<file path="src/rtl/wallace_pkg.sv">
// Shared constants and elaboration-time helpers for the pipelined Wallace-tree multiplier.
// The row-count helpers size the reduction layers at elaboration time.
package wallace_pkg;

    localparam int WIDTH_MIN  = 4;
    localparam int WIDTH_MAX  = 32;
    localparam int PIPE_SHORT = 2;
    localparam int PIPE_LONG  = 3;
    localparam int CORR_W     = 2 * (WIDTH_MAX + 1);

    // Modified Baugh-Wooley correction for an m-bit signed array: ones at columns m and 2m-1.
    function automatic logic [CORR_W-1:0] bw_correction(input int m);
        logic [CORR_W-1:0] k;
        k = '0;
        k[m] = 1'b1;
        k[2*m-1] = 1'b1;
        return k;
    endfunction

    function automatic int csa_rows_out(input int n);
        return 2 * (n / 3) + (n % 3);
    endfunction

    function automatic int rows_after(input int n, input int layers);
        int r;
        r = n;
        for (int i = 0; i < layers; i++) r = csa_rows_out(r);
        return r;
    endfunction

    function automatic int csa_layers(input int n);
        int r;
        int l;
        r = n;
        l = 0;
        while (r > 2) begin
            r = csa_rows_out(r);
            l++;
        end
        return l;
    endfunction

endpackage

</file>
<file path="src/rtl/csa_3to2.sv">
// Carry-save adder over LANES independent W-bit lanes: three rows in, sum and carry rows out.
// The carry row is already shifted up one column inside each lane; the lane's top carry wraps off.
module csa_3to2 #(
    parameter int W     = 16,
    parameter int LANES = 1
) (
    input  logic [LANES*W-1:0] x_i,
    input  logic [LANES*W-1:0] y_i,
    input  logic [LANES*W-1:0] z_i,
    output logic [LANES*W-1:0] sum_o,
    output logic [LANES*W-1:0] carry_o
);

    assign sum_o = x_i ^ y_i ^ z_i;

    for (genvar gl = 0; gl < LANES; gl++) begin : g_lane
        assign carry_o[gl*W] = 1'b0;
        assign carry_o[gl*W+1 +: W-1] = (x_i[gl*W +: W-1] & y_i[gl*W +: W-1])
                                      | (x_i[gl*W +: W-1] & z_i[gl*W +: W-1])
                                      | (y_i[gl*W +: W-1] & z_i[gl*W +: W-1]);
    end

endmodule

</file>
<file path="src/rtl/wallace_mult_pipe.sv">
// Pipelined signed/unsigned multiplier: Baugh-Wooley partial products, Wallace 3:2 reduction,
// final carry-propagate add; valid-bit shift chain with a global stall on output backpressure.
module wallace_mult_pipe
    import wallace_pkg::*;
#(
    parameter int WIDTH = 8,
    parameter int PIPE  = 3
) (
    input  logic               clk,
    input  logic               rst_n,
    input  logic               in_valid,
    output logic               in_ready,
    input  logic [WIDTH-1:0]   in_a,
    input  logic [WIDTH-1:0]   in_b,
    input  logic               in_signed,
    output logic               out_valid,
    input  logic               out_ready,
    output logic [2*WIDTH-1:0] out_product,
    output logic               busy
);

    // Operands are extended by one bit (sign or zero) so one signed M-bit array covers both modes.
    localparam int M  = WIDTH + 1;
    localparam int P  = 2 * WIDTH;
    localparam int R  = M + 1;
    localparam int NL = csa_layers(R);
    localparam logic [CORR_W-1:0] CORR_FULL = bw_correction(M);

    if (WIDTH < WIDTH_MIN || WIDTH > WIDTH_MAX || (PIPE != PIPE_SHORT && PIPE != PIPE_LONG)) begin : g_bad_cfg
        $error("wallace_mult_pipe: unsupported WIDTH/PIPE");
    end

    logic [PIPE-1:0]  vld_q, vld_d;
    logic             stall;
    logic [WIDTH-1:0] a_q, b_q;
    logic             sgn_q;
    logic [P-1:0]     prod_q;
    logic [P-1:0]     pp_rows [R];
    logic [P-1:0]     red_s, red_c;
    logic [M-1:0]     ax, bx;

    assign stall       = vld_q[PIPE-1] & ~out_ready;
    assign in_ready    = ~stall | ~vld_q[0];
    assign out_valid   = vld_q[PIPE-1];
    assign out_product = prod_q;
    assign busy        = |vld_q;

    always_comb begin
        vld_d = vld_q;
        if (in_ready) vld_d[0] = in_valid;
        if (!stall) begin
            for (int k = 1; k < PIPE; k++) vld_d[k] = vld_q[k-1];
        end
    end

    always_ff @(posedge clk or negedge rst_n) begin
        if (!rst_n) vld_q <= '0;
        else        vld_q <= vld_d;
    end

    always_ff @(posedge clk or negedge rst_n) begin
        if (!rst_n) begin
            a_q   <= '0;
            b_q   <= '0;
            sgn_q <= 1'b0;
        end else if (in_valid && in_ready) begin
            a_q   <= in_a;
            b_q   <= in_b;
            sgn_q <= in_signed;
        end
    end

    assign ax = {sgn_q & a_q[WIDTH-1], a_q};
    assign bx = {sgn_q & b_q[WIDTH-1], b_q};

    // Terms pairing exactly one sign bit are complemented; columns at or above P wrap away.
    always_comb begin
        for (int i = 0; i < R; i++) pp_rows[i] = '0;
        for (int i = 0; i < M; i++) begin
            for (int j = 0; j < M; j++) begin
                if (i + j < P) pp_rows[i][i+j] = (ax[j] & bx[i]) ^ ((i == M-1) ^ (j == M-1));
            end
        end
        pp_rows[R-1] = CORR_FULL[P-1:0];
    end

    for (genvar gl = 0; gl < NL; gl++) begin : g_layer
        localparam int N_IN  = rows_after(R, gl);
        localparam int G     = N_IN / 3;
        localparam int N_OUT = csa_rows_out(N_IN);

        logic [P-1:0]   rin  [N_IN];
        logic [P-1:0]   rout [N_OUT];
        logic [G*P-1:0] x, y, z, s, c;

        if (gl == 0) begin : g_first
            assign rin = pp_rows;
        end else begin : g_next
            assign rin = g_layer[gl-1].rout;
        end

        for (genvar gk = 0; gk < G; gk++) begin : g_grp
            assign x[gk*P +: P] = rin[3*gk];
            assign y[gk*P +: P] = rin[3*gk+1];
            assign z[gk*P +: P] = rin[3*gk+2];
            assign rout[2*gk]   = s[gk*P +: P];
            assign rout[2*gk+1] = c[gk*P +: P];
        end

        for (genvar gp = 0; gp < N_IN - 3*G; gp++) begin : g_pass
            assign rout[2*G+gp] = rin[3*G+gp];
        end

        csa_3to2 #(.W(P), .LANES(G)) u_csa (
            .x_i     (x),
            .y_i     (y),
            .z_i     (z),
            .sum_o   (s),
            .carry_o (c)
        );
    end

    assign red_s = g_layer[NL-1].rout[0];
    assign red_c = g_layer[NL-1].rout[1];

    if (PIPE == PIPE_LONG) begin : g_p3
        logic [P-1:0] sum_q, cry_q;

        always_ff @(posedge clk or negedge rst_n) begin
            if (!rst_n) begin
                sum_q <= '0;
                cry_q <= '0;
            end else if (!stall && vld_q[0]) begin
                sum_q <= red_s;
                cry_q <= red_c;
            end
        end

        always_ff @(posedge clk or negedge rst_n) begin
            if (!rst_n)                  prod_q <= '0;
            else if (!stall && vld_q[1]) prod_q <= sum_q + cry_q;
        end
    end else begin : g_p2
        always_ff @(posedge clk or negedge rst_n) begin
            if (!rst_n)                  prod_q <= '0;
            else if (!stall && vld_q[0]) prod_q <= red_s + red_c;
        end
    end

endmodule

</file>
<file path="config.mk">
export PLATFORM = sky130hd
export DESIGN_NAME = wallace_mult_pipe
export DESIGN_NICKNAME = d
export VERILOG_FILES = /design/src/rtl/wallace_pkg.sv /design/src/rtl/csa_3to2.sv /design/src/rtl/wallace_mult_pipe.sv
export SDC_FILE = /design/constraint.sdc
export NUM_CORES = 1
export LEC_CHECK = 0
export ABC_AREA = 1
export ABC_CLOCK_PERIOD_IN_PS = 4600
export CORE_ASPECT_RATIO = 0.8
export CORE_MARGIN = 1.5
export CORE_UTILIZATION = 48
export CTS_CLUSTER_DIAMETER = 100
export DETAILED_ROUTE_END_ITERATION = 12
export PLACE_DENSITY = 0.65
export SETUP_SLACK_MARGIN = 0.15
export SLEW_MARGIN = 25
export SYNTH_ARGS = -nofsm -noshare
export SYNTH_HDL_FRONTEND = slang
export SYNTH_HIERARCHICAL = 1
export SYNTH_SLANG_ARGS = --single-unit
</file>
<file path="constraint.sdc">
create_clock -name clk -period 4.6 [get_ports clk]
set_input_delay 0.69 -clock clk [delete_from_list [all_inputs] [get_ports clk]]
set_output_delay 0.69 -clock clk [all_outputs]
set_load 0.05 [all_outputs]
</file>
; ---- After elaboration in Yosys (flattened, before gate mapping)
; Cells that the tools add are included.
[word_totals]
ff_bits = 67
in_bits = 21
word_cells = 165
out_inout_bits = 19
[classes]
add_sub_neg = 1
bitwise_logic = 151
n_reduce_logical = 5
[op_table]
columns = op, n
row1 = $and A15 B15 Y15, 16
row2 = $or A15 B15 Y15, 14
row3 = $and A1 B1 Y1, 83
row4 = $xor A16 B16 Y16, 5
row5 = $xor A32 B32 Y32, 2
row6 = $xor A47 B48 Y48, 1
row7 = $xor A48 B48 Y48, 1
row8 = $or A15 B10 Y15, 2
row9 = $not A1 Y1, 20
row10 = $add A16 B16 Y16, 1
row11 = $and A12 B14 Y14, 1
row12 = $and A13 B14 Y14, 1
row13 = $and A12 B13 Y13, 1
row14 = $and A10 B11 Y11, 1
row15 = $and A9 B11 Y11, 1
row16 = $and A9 B10 Y10, 1
row17 = $logic_and A1 B1 Y1, 3
row18 = $reduce_or A3 Y1, 1
row19 = $logic_not A1 Y1, 1
row20 = $or A1 B1 Y1, 1

; ---- Depth between registers and ports, before layout
; Gate-level depths: netlist (run 1).
[logic_depth]
depth_word = 18
depth_mapped = 28
mapped_depth_nobuf = 27

; ---- Modules after synthesis
; Netlist (run 1), hierarchy kept.
[modules_own_cells]
columns = mod, instances, area_per_inst_um2, cells_per_inst, seq_area_each_um2
row1 = wallace_mult_pipe, 1, 4252.8, 519, 1701.6
row2 = csa_3to2 (g_layer[2].u_csa ...), 3, 346.6, 26, 0.0
row3 = csa_3to2 (g_layer[0].u_csa), 1, 1032.2, 76, 0.0
row4 = csa_3to2 (g_layer[1].u_csa), 1, 689.4, 51, 0.0

; ---- Worst setup path before layout (run 1)
; Ideal clock, no wire load.
[synth_path]
path_kind = register to register
start = register a_q[7]
end = register g_p3.sum_q[8]
arrival_ns = 3.617
setup_slack_ns = 0.858
path_buffers = 1
t_required_ns = 4.475
period_less_slack_ns = 3.742
path_stages_with_launch = 11
path_cell_list = dfrtp_1 clkbuf_1 nand2_1 clkinv_1 nand2_1 fa_1 fa_1 fa_1 fa_1 fa_1 mux2_4
[synth_lines]
columns = item, line_no
row1 = "start, declared", wallace_mult_pipe.sv:35  ; logic [WIDTH-1:0] a_q, b_q;
row2 = "start signal, assigned", wallace_mult_pipe.sv:67  ; a_q <= in_a;
row3 = "end signal, assigned", wallace_mult_pipe.sv:134  ; sum_q <= red_s;
row4 = "end, declared", wallace_mult_pipe.sv:127  ; logic [P-1:0] sum_q, cry_q;

==> metrics.md, run 1 <==
| Metric | Value |
|---|---|
| Most frequent cells in the layout | `nand2_1 (230), inv_1 (129), fa_1 (121)` |
| Die area | `about 0.015 mm²` |
| Antenna cells | `0` |
| Crit-path max FO | `10` |
| Crit path capture type | `register` |
| Fill cells | `about 1200` |
| Post-DP HPWL | `10.15 mm` |
| Routed Antenna Nets | `0` |
| Vias in the first global route | `just under 5000` |
| Register bit count reported by yosys | `68` |
| Status | `finished clean` |
| Layout area overhead | `15.20%` |
| Initial antenna violation count | `0` |
| Slowest CP cell | `fa_1` |
| Crit path top cell by count | `fa_1` |
| Chip Height | `between 100 and 150 µm` |
| Longest Clk Path Bufs | `2` |
| Worst-path clk slew | `60 ps` |
| CTS tree | `built` |
| GR peak layer | `met2` |
| Drt pass-1 iters | `4` |
| Cts bufs inserted | `9` |
| CTS resizes | `0` |
| Clock skew | `roughly 6.0 ps` |
| First-pass GRT wire length | `about 22 mm` |
| Routed len/inst | `12.22 µm` |
| Setup TNS | `0 ps` |
| # IOs | `40` |
| Commonest non-fill, non-tap cell in the layout | `nand2_1` |
| Final setup vio count | `0` |
| Final Cycle Share | `84.07%` |
| Core footprint | `around 0.014 mm²` |
| Total gr overflow | `0` |
| # nets final | `a little under 1000` |
| FF+latch area | `approximately 0.0017 mm²` |
| M2 GR Usage | `between 20% and 30%` |
| Startpoint Class | `register` |
| Syn. warnings | `6` |
| GRT met1 Usage | `25.60%` |
| Rel. slew slack | `about three fifths` |
| H-tree depth | `3` |
| GR Util met3 | `under 10%` |
| Iteration-0 DRC Markers | `about 150` |
| Area of the multi-input gates | `0.004950 mm²` |
| Worst min path class | `in2async` |
| EDFF count, synth | `0` |
| Cts hold-fix bufs | `0` |
| Clock sink count | `68` |
| RSZ-0062 raised after global routing | `false` |
| Skew-Pair Late Insertion Delay | `330 ps` |
| Via count | `roughly 4600` |
| Port Buffers | `39` |
| Mapped cell area | `0.007014 mm²` |
| Main synth FF type | `dfrtp_1` |
| Share of layout cells above drive strength 1 | `under 10%` |
| Syn Inst Count | `724` |
| Max Slew Vio Count | `0` |
| Ys async rst share | `between 90% and 100%` |
| Count of cell types in the netlist | `32` |
| DRC Markers | `0` |
| Count of final hold-check violations | `0` |
| Final Wtd Congestion | `around 0.83` |
| Total Routed Length | `around 12 mm` |
| Die width | `about 140 µm` |
| Yosys top cell area share | `34.53%` |
| CP peak stage delay | `around 540 ps` |
| Crit path required time | `4820 ps` |
| Postcts setup bufs | `0` |
| Drt via density | `4.526` |
| Root buffer cell | `clkbuf_16` |
| Yosys top cell by area | `fa_1` |
| Top post-synthesis cells by area | `fa_1 (35%), dfrtp_1 (24%), nand2_1 (12%), mux2_4 (8.1%), inv_1 (6.9%)` |
| Cells along the critical path | `nand2_1 -> clkinv_1 -> nand2_1 -> fa_1 -> fa_1 -> fa_1 -> fa_1 -> fa_1 -> mux2_4` |
| Largest net degree at the start of global routing | `42` |
| Least-Margin Pin Slew | `roughly 630 ps` |
| Syn_area_per_cell | `slightly below 10 µm²` |
| Std cell rows | `39` |
| CP Class | `reg2reg` |
| Gr usage total | `18.09%` |
| Register area share after synthesis | `between 20 and 25%` |
| Core Util, Final | `a little under three fifths` |
| Critical Path AT | `4090 ps` |
| Initial Util | `49.06%` |
| Fmax | `between 200 and 300 MHz` |
| Max-Cap Viols | `0` |
| Final min period | `approximately 3900 ps` |
-- logic make-up (layout without fill, tap and decap cells) --
| logic type | count (synthesis) | in the layout | share of synthesized area, % |
|---|---|---|---|
| adders and majority gates | 136 | 136 | 37.21 |
| DFF | 68 | 68 | 24.26 |
| xor gates and xnor gates | 7 | 7 | 0.8741 |
| buffers and inverters | 162 | 186 | 9.936 |
| muxes | 49 | 49 | 9.900 |
| other | 7 | 96 | 0.3747 |
| and+or+nand+nor | 281 | 281 | 16.43 |
| AOI/OAI and AO/OA | 14 | 14 | 1.017 |
-- cells in the mapped netlist (6+ instances only) --
cell      count
nor2_1       12
mux2_4       38
conb_1        7
a21oi_1       7
ha_1         15
inv_1       129
fa_1        121
nand2_1     230
buf_4         8
xnor2_1       6
nand3_1      25
mux2_2       11
clkbuf_1     16
dfrtp_1      68
-- final timing paths --
check                                      from  slack [ps]  cells past startpoint              end
worst max register to register           a_q[7]         730                      9    g_p3.sum_q[8]
worst min register to register  out_product[15]         480                      2  out_product[15]
worst min-delay path                      rst_n         370                      1   g_p3.cry_q[13]
max in group asynchronous                 rst_n        3260                      2           b_q[7]
min in group clk                out_product[15]         480                      2  out_product[15]
worst max-delay path                     a_q[7]         730                      9    g_p3.sum_q[8]
-- worst max-delay path: cells and delay by family, from the launching register on --
family                   cells  cell delay [ps]
adder cells (fa/ha/maj)      5             2510
flip-flops                   1              470
AND/OR/NAND/NOR              2              280
multiplexers                 1              270
buffers and inverters        1              220
-- cell type report --
class	count	share of cell area (%)
clock buffer	9	2.787
clock inverter	6	1.099
inverter	131	6.085
multi-input combinational	583	61.26
sequential	68	21.06
tap	184	2.849
timing repair buffer	40	4.862
-- per-layer routing --
| layer | up-vias | share of wire [%] |
|---|---|---|
| met2 | 113 | 46 |
| li1 | 2258 | - |
| met4 | 0 | 0.45 |
| met5 | - | 0 |
| met1 | 2246 | 48 |
| met3 | 4 | 5.3 |
-- stage by stage --
stage | hold slack [ps] | cells | cell area (µm²) | worst slack, ps
6_report | 371.1 | 1021 | 8080 | 732.8
5_1_grt | 418.7 | 1021 | 8080 | 553.2
4_1_cts | 389.7 | 1021 | 8080 | 713.1
3_5_place_dp | 469.0 | 1006 | 7766 | 761.2
3_3_place_gp | 459.2 | 1006 | 7766 | 850.7
2_1_floorplan | 394.4 | 813 | 7348 | 858.2
-- registers in the layout (all words and copies together) (netlist names) --
| register | cells |
|---|---|
| a_q | 8 |
| b_q | 8 |
| g_p3.cry_q | 16 |
| g_p3.sum_q | 16 |
| out_product | 16 |
| sgn_q | 1 |
| vld_q | 3 |
Power of run 1 is not shown: default switching activity piles up to over one toggle a cycle in this logic, so the estimate is an artifact.
==> inputs of run 2 (changes only) <==
--- a/config.mk
+++ b/config.mk
@@ -6,13 +6,13 @@
 export NUM_CORES = 1
 export LEC_CHECK = 0
 export ABC_AREA = 1
-export ABC_CLOCK_PERIOD_IN_PS = 4600
+export ABC_CLOCK_PERIOD_IN_PS = 3250
 export CORE_ASPECT_RATIO = 0.8
 export CORE_MARGIN = 1.5
 export CORE_UTILIZATION = 48
 export CTS_CLUSTER_DIAMETER = 100
 export DETAILED_ROUTE_END_ITERATION = 12
-export PLACE_DENSITY = 0.65
+export PLACE_DENSITY = 0.68
 export SETUP_SLACK_MARGIN = 0.15
 export SLEW_MARGIN = 25
 export SYNTH_ARGS = -nofsm -noshare
==> constraint.sdc (replaced) <==
create_clock -name clk -period 3.25 [get_ports clk]
set_input_delay 0.4875 -clock clk [delete_from_list [all_inputs] [get_ports clk]]
set_output_delay 0.4875 -clock clk [all_outputs]
set_load 0.05 [all_outputs]
==> run 2 against run 1 <==
Compared with the run above: setup slack lost 1000 ps; the flow now finishes with violations (negative setup slack); highest routed layer unchanged; flip-flop and latch count stayed put; design area is 5.0% higher; first-iteration DRC count increased by 23%; clock skew about the same; clock-buffer cell count is 1 higher; hold slack worse by 150 ps.
==> metrics.md, run 2 (synthesis gave the netlist of run 1 again) <==
| Metric | Value |
|---|---|
| Clock skew | `about 5.8 ps` |
| Total Routed Length | `between 10 and 15 mm` |
| Worst min path class | `in2async` |
| Final setup margin | `-291.5 ps` |
| Cts bufs inserted | `9` |
| Post-DP HPWL | `between 9 and 10 mm` |
| Worst reg2reg startpoint | `b_q[3]` |
| Slowest CP cell | `fa_1` |
| CP Class | `reg2reg` |
| Routed Antenna Nets | `0` |
| Hold Worst Slack | `about 220 ps` |
| Cells along the critical path | `nand2_1 -> inv_1 -> fa_1 -> fa_1 -> fa_1 -> fa_2 -> fa_2 -> mux2_4` |
| Fmax | `between 200 and 300 MHz` |
| Via count | `between 4000 and 5000` |
| First-pass GRT wire length | `roughly 22 mm` |
| Clock sink count | `68` |
| Root buffer cell | `clkbuf_16` |
| Status | `finished, violations left` |
| Crit path top cell by count | `fa_1` |
| Rel. slew slack | `49.45%` |
| RSZ-0062 raised after global routing | `true` |
| Startpoint Class | `register` |
| Worst r2r path cells | `8` |
| Share of layout cells above drive strength 1 | `21.10%` |
| Total gr overflow | `0` |
| H-tree depth | `3` |
| Max Slew Vio Count | `0` |
| Initial Util | `49.06%` |
| Vias in the first global route | `between 4000 and 5000` |
| Design area | `roughly 0.0085 mm²` |
| Die area | `around 0.015 mm²` |
| Die width | `~140 µm` |
| Fin cells | `between 1000 and 1500` |
| # IOs | `40` |
| Least-Margin Pin Slew | `approximately 760 ps` |
| Final setup vio count | `25` |
| Layout area overhead | `20.91%` |
| Final min period | `about 3500 ps` |
| Cts hold-fix bufs | `0` |
| CP peak stage delay | `600 ps` |
| Fill cells | `about 1300` |
| Crit path required time | `3470 ps` |
| Crit path capture type | `register` |
| Gr usage total | `a little under a fifth` |
| # nets final | `a little over 1000` |
| Crit-path max FO | `10` |
| Max-Cap Viols | `0` |
| Longest Clk Path Bufs | `2` |
| DRC Markers | `0` |
| Critical Path AT | `about 3800 ps` |
| Drt via density | `around 4.5` |
| Failing checks | `negative setup slack` |
| Worst vdd ir | `between 0.5 and 0.6 mV` |
| Skew-Pair Late Insertion Delay | `approximately 340 ps` |
| Routed len/inst | `~12 µm` |
| Final Wtd Congestion | `~0.83` |
| Final Cycle Share | `109.0%` |
| Reg2reg end | `g_p3.sum_q[9]` |
| Cell Area, Placed | `0.007971 mm²` |
| CTS tree | `built` |
| Port Buffers | `39` |
| Iteration-0 DRC Markers | `around 190` |
| Core footprint | `0.01430 mm²` |
| P_leak | `approximately 4.5 nW` |
| Initial antenna violation count | `0` |
| Worst-path clk slew | `roughly 60 ps` |
| Drt pass-1 iters | `8` |
| Most frequent cells in the layout | `nand2_1 (204), inv_1 (112), conb_1 (96)` |
| Antenna cells | `0` |
| Commonest non-fill, non-tap cell in the layout | `nand2_1` |
| Count of final hold-check violations | `0` |
| Power Dens Cells | `about 1200 mW/mm²` |
| PnR Total Power | `10.12 mW` |
| R2R Setup Slk | `-290 ps` |
| Largest net degree at the start of global routing | `40` |
| Std cell rows | `39` |
| Setup TNS | `-4480 ps` |
| Chip Height | `roughly 110 µm` |
| Placed cells | `~1000` |
-- run 2: changes by cell type in the layout (fill, tap and decap cells not counted), moves of 10 or more --
cell,previous run,this run
dfrtp_1,68,54
nand2_2,0,25
buf_4,1,11
fa_2,0,29
dfrtp_2,0,14
nand2_1,230,204
fa_1,121,92
inv_2,1,17
inv_1,129,112
-- run 2: per-layer routing --
| metal | GRT usage (%) | wire length [µm] | up-vias |
|---|---|---|---|
| li1 | - | - | 2298 |
| met4 | 4.070 | 95 | 0 |
| met2 | 30.85 | 6505 | 49 |
| met3 | 3.153 | 267 | 7 |
| met1 | 24.40 | 5712 | 2331 |
| met5 | 0 | 0 | - |
-- run 2: cell type report --
cell class	instances	area, µm²	area share (%)
Multi-Input combinational cell	583	5092	60.05
Sequential cell	68	1719	20.27
Timing Repair Buffer	60	600.6	7.082
Inverter	131	504.2	5.946
Clock buffer	10	239.0	2.818
Tap cell	184	230.2	2.715
Clock inverter	6	95.09	1.121
-- run 2: what timing repair did --
action / 4_1_cts / 5_1_grt
gates cloned: 0 / 0
hold endpoints to repair: 0 / 0
endpoints found under the setup margin: 26 / 26
pin swaps: 15 / 8
resized for setup: 22 / 47
setup buffers: 3 / 3
-- run 2: worst max-delay path by stage --
stage	start	endpoint	cells past startpoint	slack (ps)
CTS	sgn_q	g_p3.sum_q[12]	9	-280
floorplan	b_q[4]	g_p3.sum_q[4]	9	-80
global placement	sgn_q	g_p3.sum_q[10]	9	-330
detailed placement	b_q[5]	g_p3.sum_q[6]	8	-330
global route	a_q[1]	g_p3.sum_q[9]	8	-360
finish	b_q[3]	g_p3.sum_q[9]	8	-290
-- run 2: critical path, delay by kind of cell (launching register included) --
family	cells	cell delay, ps
mux	1	270
flops	1	500
simple gates	1	90
buf+inv	1	50
fa+ha+maj	5	2520
-- run 2: report_power, final --
part / internal, mW / leakage, nW / switching, mW
logic: 3.73 / 3.57 / 3.71
clock network: 0.700 / 0.163 / 0.405
registers: 1.26 / 0.791 / 0.317
-- run 2: through the flow --
stage	utilization, %	setup slack, ps
6_report	59.32	-291.5
3_5_place_dp	55.75	-330.2
2_1_floorplan	-	-81.12
3_3_place_gp	55.75	-332.8
5_1_grt	59.32	-359.0
4_1_cts	58.48	-284.3
Power figures use the tool's default switching activity.
==> inputs of run 3 (changes only) <==
--- a/config.mk
+++ b/config.mk
@@ -13,7 +13,7 @@
 export CTS_CLUSTER_DIAMETER = 100
 export DETAILED_ROUTE_END_ITERATION = 12
 export PLACE_DENSITY = 0.68
-export SETUP_SLACK_MARGIN = 0.15
+export SETUP_SLACK_MARGIN = 0.3
 export SLEW_MARGIN = 25
 export SYNTH_ARGS = -nofsm -noshare
 export SYNTH_HDL_FRONTEND = slang
==> run 3 against run 2 <==
Compared with the run above: the flow still finishes with violations (negative setup slack); total power fell by 0.83%; first-iteration DRC count rose by 28%; core utilization fell by 0.17 points; die area did not move; critical endpoint is now g_p3.sum_q[5]; cell count rose by 0.19%; highest routed layer unchanged; design area fell by 0.28%.
==> metrics.md, run 3 (synthesis gave the netlist of run 1 again) <==
| Metric | Value |
|---|---|
| Via count | `about 4600` |
| DRC Markers | `0` |
| Antenna cells | `0` |
| Drt via density | `4.436` |
| Most frequent cells in the layout | `nand2_1 (209), inv_1 (114), conb_1 (96)` |
| P_leak | `around 4.5 nW` |
| Initial antenna violation count | `0` |
| Status | `finished, violations left` |
| R2R Setup Slk | `-270 ps` |
| Post-DP HPWL | `9.804 mm` |
| Gate power share | `approximately three quarters` |
| Final setup vio count | `25` |
| Vias in the first global route | `around 5000` |
| Crit path top cell by count | `fa_2` |
| NetSw | `roughly 4.4 mW` |
| Crit path capture type | `register` |
| Total Routed Length | `about 13 mm` |
| CTS tree | `built` |
| Max-Cap Viols | `0` |
| Share of layout cells above drive strength 1 | `about a fifth` |
| Longest Clk Path Bufs | `2` |
| Worst vdd ir | `0.5533 mV` |
| Count of final hold-check violations | `0` |
| Chip Height | `around 110 µm` |
| Final setup margin | `-274.7 ps` |
| Setup TNS | `-4707 ps` |
| Startpoint Class | `register` |
| Total gr overflow | `0` |
| Initial Util | `between 40% and 50%` |
| Largest net degree at the start of global routing | `69` |
| # nets final | `between 1000 and 1500` |
| Worst r2r path cells | `9` |
| Gr usage total | `18.59%` |
| Commonest non-fill, non-tap cell in the layout | `nand2_1` |
| # IOs | `40` |
| Worst reg2reg startpoint | `b_q[5]` |
| Std cell rows | `39` |
| Core Util, Final | `59.15%` |
| Final Cycle Share | `108.5%` |
| Critical Path AT | `around 3800 ps` |
| Worst min path class | `in2async` |
| Die area | `about 0.015 mm²` |
| Crit path required time | `around 3500 ps` |
| Core footprint | `about 0.014 mm²` |
| Final Wtd Congestion | `~0.84` |
| Clock skew | `~9.4 ps` |
| CP Class | `reg2reg` |
| Cells along the critical path | `buf_6 -> nand2_2 -> inv_2 -> fa_2 -> fa_1 -> fa_1 -> fa_2 -> fa_2 -> mux2_2` |
| Routed len/inst | `12.20 µm` |
| First-pass GRT wire length | `approximately 23 mm` |
| Iteration-0 DRC Markers | `between 200 and 250` |
| Rel. slew slack | `about three fifths` |
| Power Dens Cells | `1187 mW/mm²` |
| Port Buffers | `39` |
| Final min period | `approximately 3500 ps` |
| Worst-path clk slew | `about 60 ps` |
| Layout area overhead | `20.57%` |
| Die width | `138.2 µm` |
| H-tree depth | `3` |
| Routed Antenna Nets | `0` |
| Slowest CP cell | `fa_1` |
| Sw Ratio | `approximately 44%` |
| Failing checks | `negative setup slack` |
| Reg2reg end | `g_p3.sum_q[5]` |
| Clk pwr share | `under 10%` |
| Cts hold-fix bufs | `0` |
| Skew-Pair Late Insertion Delay | `between 300 and 400 ps` |
| Fmax | `between 200 and 300 MHz` |
| Clock sink count | `68` |
| Crit-path max FO | `6` |
| Flop pwr share | `about 16%` |
| Cts bufs inserted | `9` |
| CP peak stage delay | `roughly 560 ps` |
| Root buffer cell | `clkbuf_16` |
| Max Slew Vio Count | `0` |
| RSZ-0062 raised after global routing | `true` |
| PnR Total Power | `roughly 10 mW` |
| Internal | `5.607 mW` |
| Least-Margin Pin Slew | `610.2 ps` |
| Drt pass-1 iters | `4` |
==> run 3: worst max path at each step <==
stage,from,endpoint
floorplan,b_q[4],g_p3.sum_q[4]
global placement,sgn_q,g_p3.sum_q[10]
detailed placement,sgn_q,g_p3.sum_q[14]
CTS,sgn_q,g_p3.sum_q[13]
global route,b_q[7],g_p3.sum_q[8]
finish,b_q[5],g_p3.sum_q[5]
==> run 3: final cells by class <==
type	instances	area [µm²]
Tap cell	184	230.2
Clock inverter	6	63.81
Timing Repair Buffer	62	624.3
Inverter	131	504.2
Sequential cell	68	1720
Fill cell	1226	5841
Multi-Input combinational cell	583	5085
Clock buffer	10	229.0
==> run 3: timing repair <==
action,CTS,global route
setup endpoints to repair,26,26
setup buffers,4,6
pin swaps,19,8
gates resized for setup,40,26
==> run 3: power groups by stage <==
| stage | sequential [mW] | combinational (mW) | clock (mW) |
|---|---|---|---|
| after floorplan | 1.79 | 5.69 | 0 |
| after global placement | 1.58 | 7.19 | 0 |
| after detailed placement | 1.58 | 7.43 | 0 |
| after CTS | 1.59 | 7.52 | 1.02 |
| after global routing | 1.63 | 8.60 | 1.05 |
| final | 1.58 | 7.47 | 0.993 |
==> run 3: through the flow <==
stage	worst slack [ps]	std cells	hold WS (ps)	instance area, µm²
floorplan	-81.12	813	191.9	7570
global placement	-340.5	1017	460.9	7941
detailed placement	-346.8	1017	463.8	7941
CTS	-294.2	1037	382.9	8332
global route	-360.1	1044	119.4	8457
finish	-274.7	1044	95.82	8457
==> run 3: worst max-delay path: cells and delay by family, from the launching register on <==
family,cells,cell delay (ps)
simple gates,1,50
buf+inv,2,180
mux,1,270
fa+ha+maj,5,2440
flops,1,470
==> run 3: layer usage <==
layer  global-route usage [%]  vias to the layer above  wire length [µm]
met5                        0                        -                 0
met1                    24.92                     2269              5740
li1                         -                     2299                 -
met4                    5.474                        0               167
met3                    3.542                       14               396
met2                    30.95                       49              6433
